## src/rtl/alu_multicycle_pkg.sv

```systemverilog
// Shared ALU definitions: op codes emitted by the ALU control decoder and the
// execution-unit state encoding. Both blocks import this so the codes stay in step.
package alu_defs;

    localparam logic [2:0] ALU_AND = 3'b000;
    localparam logic [2:0] ALU_OR  = 3'b001;
    localparam logic [2:0] ALU_ADD = 3'b010;
    localparam logic [2:0] ALU_SRL = 3'b011;
    localparam logic [2:0] ALU_BAD = 3'b100;
    localparam logic [2:0] ALU_SLL = 3'b101;
    localparam logic [2:0] ALU_SUB = 3'b110;
    localparam logic [2:0] ALU_SLT = 3'b111;

    typedef enum logic [1:0] {
        S_IDLE  = 2'd0,
        S_SHIFT = 2'd1,
        S_DONE  = 2'd2
    } state_t;

    function automatic logic is_shift(input logic [2:0] op);
        return (op == ALU_SLL) || (op == ALU_SRL);
    endfunction

endpackage

```

## src/rtl/alu_multicycle_if.sv

```systemverilog
// Start/busy/done handshake between the main control FSM (master) and the
// multi-cycle ALU (slave).
interface alu_multicycle_if #(
    parameter int WIDTH   = 32,
    parameter int SHAMT_W = 5
);
    logic               start;
    logic [2:0]         ALUOperation;
    logic [WIDTH-1:0]   src1;
    logic [WIDTH-1:0]   src2;
    logic [SHAMT_W-1:0] shamt;
    logic               busy;
    logic               done;
    logic [WIDTH-1:0]   result;
    logic               zero;
    logic               overflow;
    logic               invalid_op;

    modport master (
        output start, ALUOperation, src1, src2, shamt,
        input  busy, done, result, zero, overflow, invalid_op
    );

    modport slave (
        input  start, ALUOperation, src1, src2, shamt,
        output busy, done, result, zero, overflow, invalid_op
    );
endinterface

```

## src/rtl/alu_multicycle_comb.sv

```systemverilog
// Single-cycle ALU datapath: add/sub/and/or/slt with signed overflow for add/sub.
module alu_comb
    import alu_defs::*;
#(
    parameter int WIDTH = 32
) (
    input  logic [2:0]       op,
    input  logic [WIDTH-1:0] a,
    input  logic [WIDTH-1:0] b,
    output logic [WIDTH-1:0] y,
    output logic             overflow
);
    logic [WIDTH-1:0] and_bits;
    logic [WIDTH-1:0] or_bits;
    logic [WIDTH-1:0] sum;
    logic [WIDTH-1:0] diff;

    for (genvar gi = 0; gi < WIDTH; gi++) begin : g_logic
        assign and_bits[gi] = a[gi] & b[gi];
        assign or_bits[gi]  = a[gi] | b[gi];
    end

    assign sum  = a + b;
    assign diff = a - b;

    always_comb begin
        y        = '0;
        overflow = 1'b0;
        case (op)
            ALU_ADD: begin
                y        = sum;
                overflow = (a[WIDTH-1] == b[WIDTH-1]) && (sum[WIDTH-1] != a[WIDTH-1]);
            end
            ALU_SUB: begin
                y        = diff;
                // Subtraction adds -b, so the operand signs must differ to overflow.
                overflow = (a[WIDTH-1] != b[WIDTH-1]) && (diff[WIDTH-1] != a[WIDTH-1]);
            end
            ALU_AND: y = and_bits;
            ALU_OR:  y = or_bits;
            ALU_SLT: y = {{(WIDTH-1){1'b0}}, ($signed(a) < $signed(b))};
            default: y = '0;
        endcase
    end
endmodule

```

## src/rtl/alu_multicycle.sv

```systemverilog
// Multi-cycle EX-stage ALU: single-cycle ops finish in one cycle, sll/srl shift
// one bit per cycle. Handshake is start/busy/done with the main control FSM.
module alu_multicycle
    import alu_defs::*;
#(
    parameter int WIDTH   = 32,
    parameter int SHAMT_W = 5
) (
    input  logic            clk,
    input  logic            rst,
    alu_multicycle_if.slave bus
);
    state_t             state_reg, state_next;
    logic [SHAMT_W-1:0] count_reg, count_next;
    logic [WIDTH-1:0]   shreg_reg, shreg_next;
    logic               dir_reg, dir_next;
    logic [WIDTH-1:0]   result_reg, result_next;
    logic               zero_reg, zero_next;
    logic               ovf_reg, ovf_next;
    logic               inv_reg, inv_next;

    logic [WIDTH-1:0]   comb_y;
    logic               comb_ovf;
    logic [WIDTH-1:0]   shifted;

    alu_comb #(.WIDTH(WIDTH)) u_comb (
        .op       (bus.ALUOperation),
        .a        (bus.src1),
        .b        (bus.src2),
        .y        (comb_y),
        .overflow (comb_ovf)
    );

    assign shifted = dir_reg ? (shreg_reg >> 1) : (shreg_reg << 1);

    always_ff @(posedge clk) begin
        if (rst) begin
            state_reg  <= S_IDLE;
            count_reg  <= '0;
            shreg_reg  <= '0;
            dir_reg    <= 1'b0;
            result_reg <= '0;
            zero_reg   <= 1'b0;
            ovf_reg    <= 1'b0;
            inv_reg    <= 1'b0;
        end else begin
            state_reg  <= state_next;
            count_reg  <= count_next;
            shreg_reg  <= shreg_next;
            dir_reg    <= dir_next;
            result_reg <= result_next;
            zero_reg   <= zero_next;
            ovf_reg    <= ovf_next;
            inv_reg    <= inv_next;
        end
    end

    always_comb begin
        state_next  = state_reg;
        count_next  = count_reg;
        shreg_next  = shreg_reg;
        dir_next    = dir_reg;
        result_next = result_reg;
        zero_next   = zero_reg;
        ovf_next    = ovf_reg;
        inv_next    = inv_reg;
        case (state_reg)
            S_SHIFT: begin
                shreg_next = shifted;
                count_next = count_reg - SHAMT_W'(1);
                if (count_reg == SHAMT_W'(1)) begin
                    state_next  = S_DONE;
                    result_next = shifted;
                    zero_next   = (shifted == '0);
                    ovf_next    = 1'b0;
                    inv_next    = 1'b0;
                end
            end
            default: begin
                // IDLE and DONE both accept a new op, giving back-to-back issue.
                state_next = S_IDLE;
                if (bus.start) begin
                    if (is_shift(bus.ALUOperation) && (bus.shamt != '0)) begin
                        state_next = S_SHIFT;
                        count_next = bus.shamt;
                        shreg_next = bus.src2;
                        dir_next   = (bus.ALUOperation == ALU_SRL);
                    end else begin
                        state_next = S_DONE;
                        ovf_next   = 1'b0;
                        inv_next   = 1'b0;
                        if (is_shift(bus.ALUOperation)) begin
                            result_next = bus.src2;
                        end else if (bus.ALUOperation == ALU_BAD) begin
                            result_next = '0;
                            inv_next    = 1'b1;
                        end else begin
                            result_next = comb_y;
                            ovf_next    = comb_ovf;
                        end
                        zero_next = (result_next == '0);
                    end
                end
            end
        endcase
    end

    assign bus.busy       = (state_reg == S_SHIFT);
    assign bus.done       = (state_reg == S_DONE);
    assign bus.result     = result_reg;
    assign bus.zero       = zero_reg;
    assign bus.overflow   = ovf_reg;
    assign bus.invalid_op = inv_reg && (state_reg == S_DONE);
endmodule
```

## src/flat_wrapper.sv

```systemverilog
// flat-port wrapper written by rule: the top's interface ports become plain ports
module alu_multicycle_flat import alu_defs::*;
#(
    parameter int WIDTH   = 32,
    parameter int SHAMT_W = 5
)
  (clk, rst, bus_start, bus_ALUOperation, bus_src1, bus_src2, bus_shamt, bus_busy, bus_done, bus_result, bus_zero, bus_overflow, bus_invalid_op);
  alu_multicycle_if #(.WIDTH(WIDTH), .SHAMT_W(SHAMT_W)) bus_i ();
  input  logic clk;
  input  logic rst;
  input wire logic [$bits(bus_i.start)-1:0] bus_start;
  input wire logic [$bits(bus_i.ALUOperation)-1:0] bus_ALUOperation;
  input wire logic [$bits(bus_i.src1)-1:0] bus_src1;
  input wire logic [$bits(bus_i.src2)-1:0] bus_src2;
  input wire logic [$bits(bus_i.shamt)-1:0] bus_shamt;
  output wire logic [$bits(bus_i.busy)-1:0] bus_busy;
  output wire logic [$bits(bus_i.done)-1:0] bus_done;
  output wire logic [$bits(bus_i.result)-1:0] bus_result;
  output wire logic [$bits(bus_i.zero)-1:0] bus_zero;
  output wire logic [$bits(bus_i.overflow)-1:0] bus_overflow;
  output wire logic [$bits(bus_i.invalid_op)-1:0] bus_invalid_op;
  assign bus_i.start = bus_start;
  assign bus_i.ALUOperation = bus_ALUOperation;
  assign bus_i.src1 = bus_src1;
  assign bus_i.src2 = bus_src2;
  assign bus_i.shamt = bus_shamt;
  assign bus_busy = bus_i.busy;
  assign bus_done = bus_i.done;
  assign bus_result = bus_i.result;
  assign bus_zero = bus_i.zero;
  assign bus_overflow = bus_i.overflow;
  assign bus_invalid_op = bus_i.invalid_op;
  alu_multicycle #(.WIDTH(WIDTH), .SHAMT_W(SHAMT_W)) u_core (.clk(clk), .rst(rst), .bus(bus_i));
endmodule
```

## config.mk

```make
export PLATFORM = sky130hd
export DESIGN_NAME = alu_multicycle_flat
export DESIGN_NICKNAME = d
export VERILOG_FILES = /design/src/rtl/alu_multicycle_pkg.sv /design/src/rtl/alu_multicycle_if.sv /design/src/rtl/alu_multicycle_comb.sv /design/src/rtl/alu_multicycle.sv /design/src/flat_wrapper.sv
export SDC_FILE = /design/constraint.sdc
export NUM_CORES = 1
export LEC_CHECK = 0
export ABC_CLOCK_PERIOD_IN_PS = 4200
export CORE_ASPECT_RATIO = 0.5
export CORE_UTILIZATION = 30
export DETAILED_ROUTE_END_ITERATION = 12
export GPL_TIMING_DRIVEN = 1
export PLACE_DENSITY = 0.51
export SKIP_CTS_REPAIR_TIMING = 1
export SYNTH_ARGS = -nofsm -noshare
export SYNTH_HDL_FRONTEND = slang
export SYNTH_SLANG_ARGS = --single-unit
```

## constraint.sdc

```tcl
create_clock -name clk -period 4.2 [get_ports clk]
set_input_delay 0.42 -clock clk [delete_from_list [all_inputs] [get_ports clk]]
set_output_delay 0.42 -clock clk [all_outputs]
set_load 0.03 [all_outputs]
```

==> results of run 1 <==
[kinds of logic after synthesis]
group	after synthesis	synth area share [%]
adders and majority gates	115	15.0
buffers and inverters	200	8.05
muxes	46	4.84
AOI/OAI and AO/OA	447	32.8
DFF	75	15.5
and+or+nand+nor	437	22.0
xor gates and xnor gates	21	1.90
[path summary, 6_finish.rpt]
path,startpoint,to,cells after the start
worst min-delay path,u_core.bus.result[12]$_SDFFE_PP0P_,u_core.bus.result[12]$_SDFFE_PP0P_,2
worst max register to register,u_core.state_reg[1]$_SDFFE_PP0P_,u_core.bus.zero$_SDFFE_PP0P_,12
worst min register to register,u_core.bus.result[12]$_SDFFE_PP0P_,u_core.bus.result[12]$_SDFFE_PP0P_,2
worst max-delay path,bus_src2[3],u_core.bus.zero$_SDFFE_PP0P_,16
[placed cells by master (no fill, tap or decap), types with 15 or more instances in the layout]
cell type                           n
sky130_fd_sc_hd__xnor2_1           19
sky130_fd_sc_hd__nand2_1          130
sky130_fd_sc_hd__ha_1             113
sky130_fd_sc_hd__nor3_1            39
sky130_fd_sc_hd__nand4_1           16
sky130_fd_sc_hd__nor2_1           103
sky130_fd_sc_hd__nor2b_1           24
sky130_fd_sc_hd__clkdlybuf4s50_1  108
sky130_fd_sc_hd__a21o_1            15
sky130_fd_sc_hd__nor4_1            25
sky130_fd_sc_hd__a21oi_1          109
sky130_fd_sc_hd__o21ai_0           44
sky130_fd_sc_hd__a211oi_1          66
sky130_fd_sc_hd__dfxtp_1           75
sky130_fd_sc_hd__a22oi_1           26
sky130_fd_sc_hd__nand3_1           34
sky130_fd_sc_hd__inv_1             96
sky130_fd_sc_hd__mux2i_1           39
sky130_fd_sc_hd__buf_4            182
sky130_fd_sc_hd__o211ai_1          22
sky130_fd_sc_hd__a311oi_1          24
[routing by layer]
metal  share of wire [%]  track usage (%)
met1                  48             39.3
met2                  40             38.4
met3                  11             7.39
met4                 1.4             5.78
met5                0.18             1.81
[per-stage QoR]
stage | TNS [ns] | utilization [%]
global placement | -0.495 | 38.9
CTS | -0.237 | 39.9
finish | 0 | 40.1
floorplan | 0 | -
global route | 0 | 40.1
detailed placement | -0.583 | 38.9
[area by class of cell]
cell class,count,area (µm²),share of cell area [%]
Tap cell,432,541,4.24
Multi-Input combinational cell,1066,7490,58.8
Inverter,99,372,2.92
Timing Repair Buffer,296,2520,19.8
Clock inverter,6,65.1,0.511
Sequential cell,75,1500,11.8
Antenna cell,2,5.00,0.0393
Clock buffer,10,239,1.88
[report_power, final]
part	internal [mW]	switching (mW)	total (mW)
sequential	0.773	0.0524	0.825
combinational	0.670	0.966	1.64
clock	0.476	0.310	0.786
[worst min-delay path, cell delays in order (launching register included)]
cell and delay [ns]:
sky130_fd_sc_hd__dfxtp_1 0.31, sky130_fd_sc_hd__nand2_1 0.05, sky130_fd_sc_hd__a21oi_1 0.05
==> out/results.txt, run 1 <==
The flow ran to the end, and the final reports show no timing, DRC or antenna violations. In this run the power density over the cells is 255 nW/µm². The final routed wire length divided by cell count is 22.8 µm, and the final-report setup violation count is 0.

For this design, the sink count on the clock tree is 75. Measured along the y axis, the die boundary spans 129 µm. The Yosys step of the flow raised 0 warnings.

Post-synthesis cell type with the largest combined area: sky130_fd_sc_hd__dfxtp_1. Entering global routing, the biggest net connects 75 pins. The type of the worst setup path was input port to register.

The maximum fanout encountered on the critical timing path is 4, and the ratio of final minimum period to clock period is 96.4%. By count the netlist is led by sky130_fd_sc_hd__nand2_1, sky130_fd_sc_hd__ha_1, sky130_fd_sc_hd__a21oi_1. Data on the critical path arrives at its endpoint at 4.33 ns. The net count of the finished layout is 1737. Summed over its instances, the top area cell type makes up 15.5% of the synthesized netlist area. Global routing consumed, over all layers together, 26.9% of the routing resources. After routing the design area is 12700 µm². On the worst path, the slowest cell contributes a delay of 0.63 ns. The CTS buffer count is 9, and the number of cells in the design after placement is 1967. The last weighted congestion value of the routability-driven placer is 0.986, and the remaining design rule violation count is 0.

Before antenna repair, the detailed router went through 5 iterations. The actual transition at the worst max-transition pin works out to 0.977 ns. The number of buffers added on ports works out to 111. After layout, the design draws a total of 3.25 mW. In this run the count of I/O pins placed on the die edge is 112.

The worst setup path is captured at a register. The tools report the number of slew-limit violations in the final report as 0. TritonCTS built the clock tree.

The kind of cell adding the most delay to the critical path was compound AO/OA/AOI/OAI gates. The library cell used as clock root buffer is sky130_fd_sc_hd__clkbuf_16. In this run the tightest slew margin relative to its limit is 34.6%.

The tools report the kind of launch point of the worst setup path as an input port. After synthesis the netlist holds a flip-flop and latch count of 75. Using the TritonRoute via totals, the vias-per-cell ratio works out to 5.70.

Leaving out filler cells and counting taps, the final layout contains 1986. The number of flops mapped to enable cells by yosys is 0, and the horizontal die dimension is 256 µm. The wire length of the first global-routing pass is 67700 µm. The number of standard-cell rows in the floorplan was 46. The ratio of cells with drive above 1 in the final layout came out at 16.2%. The number of failing hold endpoints at the final stage was 0; the post-detailed-placement half-perimeter wirelength was 36600 µm.

The distinct cell type count of the synthesized netlist was 93. By area the synthesized netlist is led by sky130_fd_sc_hd__dfxtp_1, sky130_fd_sc_hd__ha_1, sky130_fd_sc_hd__a21oi_1. The floorplan step defined a core boundary enclosing 31800 µm². After synthesis, the share of flip-flops with an asynchronous set or reset is 0%.

In the post-synthesis netlist, the cell with the most instances is sky130_fd_sc_hd__nand2_1. The worst register-to-register path has a setup slack of 1.12 ns. Across the run, the number of max-cap violations was 0.

The tools report the number of antenna violations at the first check in global routing as 1. Minimum clock period: 4.05 ns. The clock passes through at most 2 buffers.

Synthesis produced a netlist with a net count of 1531. Setup repair after global routing left no endpoint under its margin. The detailed-route via count was 11322; the number of nets with antenna violations after routing was 0. Together, buffers and inverters on the worst path number 4. For this run the aggregate overflow at the end of global routing stands at 0. Worst hold slack: 0.454 ns. Compared with the post-synthesis result, the final layout area differs by 31.3%. After detailed routing, the total wire length is 45200 µm. The number of H-tree branching levels is 3. The static leakage power was 5.33 nW; the post-synthesis cell count was 1341.

Setup slack closes at 0.153 ns. The tools report the via count of the first global-routing pass as 10622. The logs give 247 MHz for the maximum operating frequency and -0.583 ns for the worst slack at placement. After detailed placement, the total cell area comes to 12400 µm². The sequential area share after synthesis was 15.5%; the peak supply drop was 0.000188 V. For this run, the leading register cell type out of synthesis is sky130_fd_sc_hd__dfxtp_1. The critical path data required time was 4.48 ns; the effective utilization at floorplan was 30.5%. The die covers 33100 µm².

The number of fillers in the final layout was 3292. For the worst-skew pair, the clock arrives at the later sink with an insertion delay of 0.34 ns. The first routing iteration left 1441 violations. The clock slew at the register clock pins of the worst setup and hold paths works out to 0.06 ns. Each instance of the synthesized netlist takes up on average 7.23 µm². The min-delay analysis places its worst path in the category register to register. Walking the worst path, the cells encountered are clkdlybuf4s50_1, inv_1, ha_1, buf_4, and3_1, a221o_1, nand3_1, and4_1, a211oi_1, mux2i_1, a21oi_1, buf_4, and4_1, nand4_1, nor4_1, a41o_1.

The slowest stage of the critical path belongs to the cell sky130_fd_sc_hd__a211oi_1. The mapped netlist covers 9700 µm². Between clock sinks in the finished design, the worst skew comes to 0.00761 ns.
No activity file was read; power rests on OpenSTA's default activity.
==> run 2: changes to the inputs <==
Settings changed: RECOVER_POWER set to 25.
==> run 2 against run 1 <==
  * Sequential power is essentially flat
  * Worst hold slack lost 0.0015 ns
  * Sequential cell count is the same
  * Largest cell class unchanged
  * Critical path type unchanged
  * Wire length grew 0.11%
  * Combinational power is essentially flat
  * Cell count is the same
  * Clock skew grew 0.00060 ns
  * Sequential share of layout area is the same
  * Fmax grew 0.56%
  * Die area is the same
==> out/results.txt, run 2 (synthesized netlist as in run 1, its figures left out) <==
Dividing the final minimum period by the clock period gives 95.8%. Together, buffers and inverters on the worst path number 4. The delay contributed by the slowest stage of the critical path works out to 0.61 ns.

In the routed design, unresolved DRC markers number 0. Excluding fillers, the count of instances in the completed layout stands at 1986. After detailed routing, the number of vias per cell comes to 5.72.

The clock skew after layout is 0.00821 ns. Data on the critical path arrives at its endpoint at 4.31 ns. Traced cell by cell, the critical path runs through clkdlybuf4s50_1, inv_1, ha_1, buf_4, and3_1, a221o_1, nand3_1, and4_1, a211oi_1, mux2i_1, a21oi_1, buf_4, and4_1, nand4_1, nor4_1, a41o_1. The die is 256 µm wide. Detailed placement finished with a half-perimeter wire length of 36600 µm. The worst slack at placement came out at -0.583 ns. The logs give 0.452 ns for the worst hold slack and 10622 for the via count of the first global-routing pass. The tools report the detailed-route via count as 11360. Among all stages on the critical path, the largest delay is contributed by sky130_fd_sc_hd__a211oi_1. The top cell types in the final layout, fill and taps aside, are sky130_fd_sc_hd__buf_4, sky130_fd_sc_hd__nand2_1, sky130_fd_sc_hd__ha_1.

The tools report the final critical-path setup slack as 0.175 ns. The effective utilization at floorplan was 30.5%; the wire length of the first global-routing pass was 67700 µm. The number of slew-limit violations in the final report is 0, and the flop-to-flop setup slack is 1.12 ns. During placement, the flow inserted port buffers numbering 111. The congestion estimate from routability-driven global placement came to 0.986. From synthesis to final layout, the design area changed by 31.3%.

The worst min-delay path class is register to register. The initial detailed-routing violation count was 1359; the number of nets with antenna violations after routing was 0. In this run the worst path has a maximum fanout of 4. The actual transition at the worst max-transition pin works out to 0.936 ns. The total overflow left after global routing is 0. The post-route netlist has 16.2% of its cells at a drive strength greater than 1.

Dividing the detail-routed wire length by the instance count gives 22.8 µm. The critical path is of the input port to register type. The number of antenna violations at the first check in global routing came out at 1.

The kind of cell adding the most delay to the critical path is compound AO/OA/AOI/OAI gates. The run gives 0 as the number of failing hold endpoints at the final stage. Clock tree synthesis found a total of 75 sinks.

The number of primary I/O pins came out at 112. The tools report the library cell used as clock root buffer as sky130_fd_sc_hd__clkbuf_16. In this run the core area contains 46 standard-cell rows. The total wirelength of the detailed-routed design was 45200 µm. Setup repair after global routing left no endpoint under its margin.

The worst-case IR drop observed on VDD is 0.000188 V. Headroom to the max-slew limit came out at 37.4%. TritonCTS built the clock tree.

Clock slew at the register clock pins of the worst setup and hold paths: 0.06 ns. Global routing consumed, over all layers together, 26.9% of the routing resources. The floorplan step defined a die boundary enclosing 33100 µm². Once placement completed, the tool counted placed cells totaling 1967. Counting the buffers created by CTS gives 9. The chip height works out to 129 µm. The maximum operating frequency is 248 MHz, and the number of maximum-capacitance violations is 0. Net total in the final layout: 1737. Setup violations remaining at the end of the flow were counted as 0. The most common library cell in the layout ignoring fill and taps is sky130_fd_sc_hd__buf_4. In the final timing run, aggregate negative setup slack is 0 ns.

The flow ran to the end, and the final reports show no timing, DRC or antenna violations. For the worst-skew pair, the clock arrives at the later sink with an insertion delay of 0.34 ns. The H-tree was split into 3 levels.

STA puts the critical path data required time at 4.49 ns. Summed over all cells, the static leakage comes to 5.41 nW. The worst setup path is launched from an input port.

The count of TritonRoute iterations in the first routing pass came out at 6. Dividing total power by cell area gives a power density of 254 nW/µm². The total core area came out at 31800 µm². After layout, the minimum clock period comes to 4.02 ns.

The worst setup path is captured at a register. Entering global routing, the biggest net connects 75 pins. For the clock tree buffer depth, the log shows 2.
## run 2: cell count changes in the layout (fill, tap and decap cells not counted), sizes merged
| cell | delta |
|---|---|
| clkdlybuf4s50 | -27 |
| dlygate4sd3 | +27 |
## run 2: final cells by class
class                           count  area (µm²)
Sequential cell                    75        1500
Clock buffer                       10         239
Inverter                           99         372
Clock inverter                      6        65.1
Multi-Input combinational cell   1066        7490
Timing Repair Buffer              296        2520
Antenna cell                        2        5.00
Fill cell                        3292       19000
Tap cell                          432         541
## run 2: final timing paths
check / from / endpoint / cells past startpoint
max: bus_src2[3] / u_core.bus.zero$_SDFFE_PP0P_ / 16
min: u_core.bus.result[28]$_SDFFE_PP0P_ / u_core.bus.result[28]$_SDFFE_PP0P_ / 2
max reg2reg: u_core.state_reg[1]$_SDFFE_PP0P_ / u_core.bus.zero$_SDFFE_PP0P_ / 12
min reg2reg: u_core.bus.result[28]$_SDFFE_PP0P_ / u_core.bus.result[28]$_SDFFE_PP0P_ / 2
## run 2: power by group
part           internal (mW)  total (mW)  switching [mW]
sequential             0.773       0.824          0.0511
clock                  0.476       0.791           0.315
combinational          0.661        1.63           0.965
total                   1.91        3.24            1.33
## run 2: tightest hold or removal path, cell delays in order, from the launching register on
cell	delay [ns]
sky130_fd_sc_hd__dfxtp_1	0.31
sky130_fd_sc_hd__nand2_1	0.05
sky130_fd_sc_hd__a21oi_1	0.05
## run 2: metal layers
layer	vias up	routed length, µm	global-route usage, %
met3	47	4720	7.39
met2	518	18000	38.4
li1	5365	-	-
met1	5428	21800	39.3
met5	-	81	1.81
met4	2	677	5.78
## run 2: stage by stage
step,power [mW],cell area (µm²),utilization (%)
CTS,3.21,12700,39.9
detailed placement,2.42,12400,38.9
floorplan,1.70,9700,-
finish,3.24,12700,40.1
global placement,2.42,12400,38.9
global route,3.41,12700,40.1
==> run 3: changes to the inputs <==
Settings changed: CTS_CLUSTER_DIAMETER set to 40, SLEW_MARGIN set to 20.
==> results of run 3 <==
No change in the layout: final DEF, timing and power equal those of run 2.
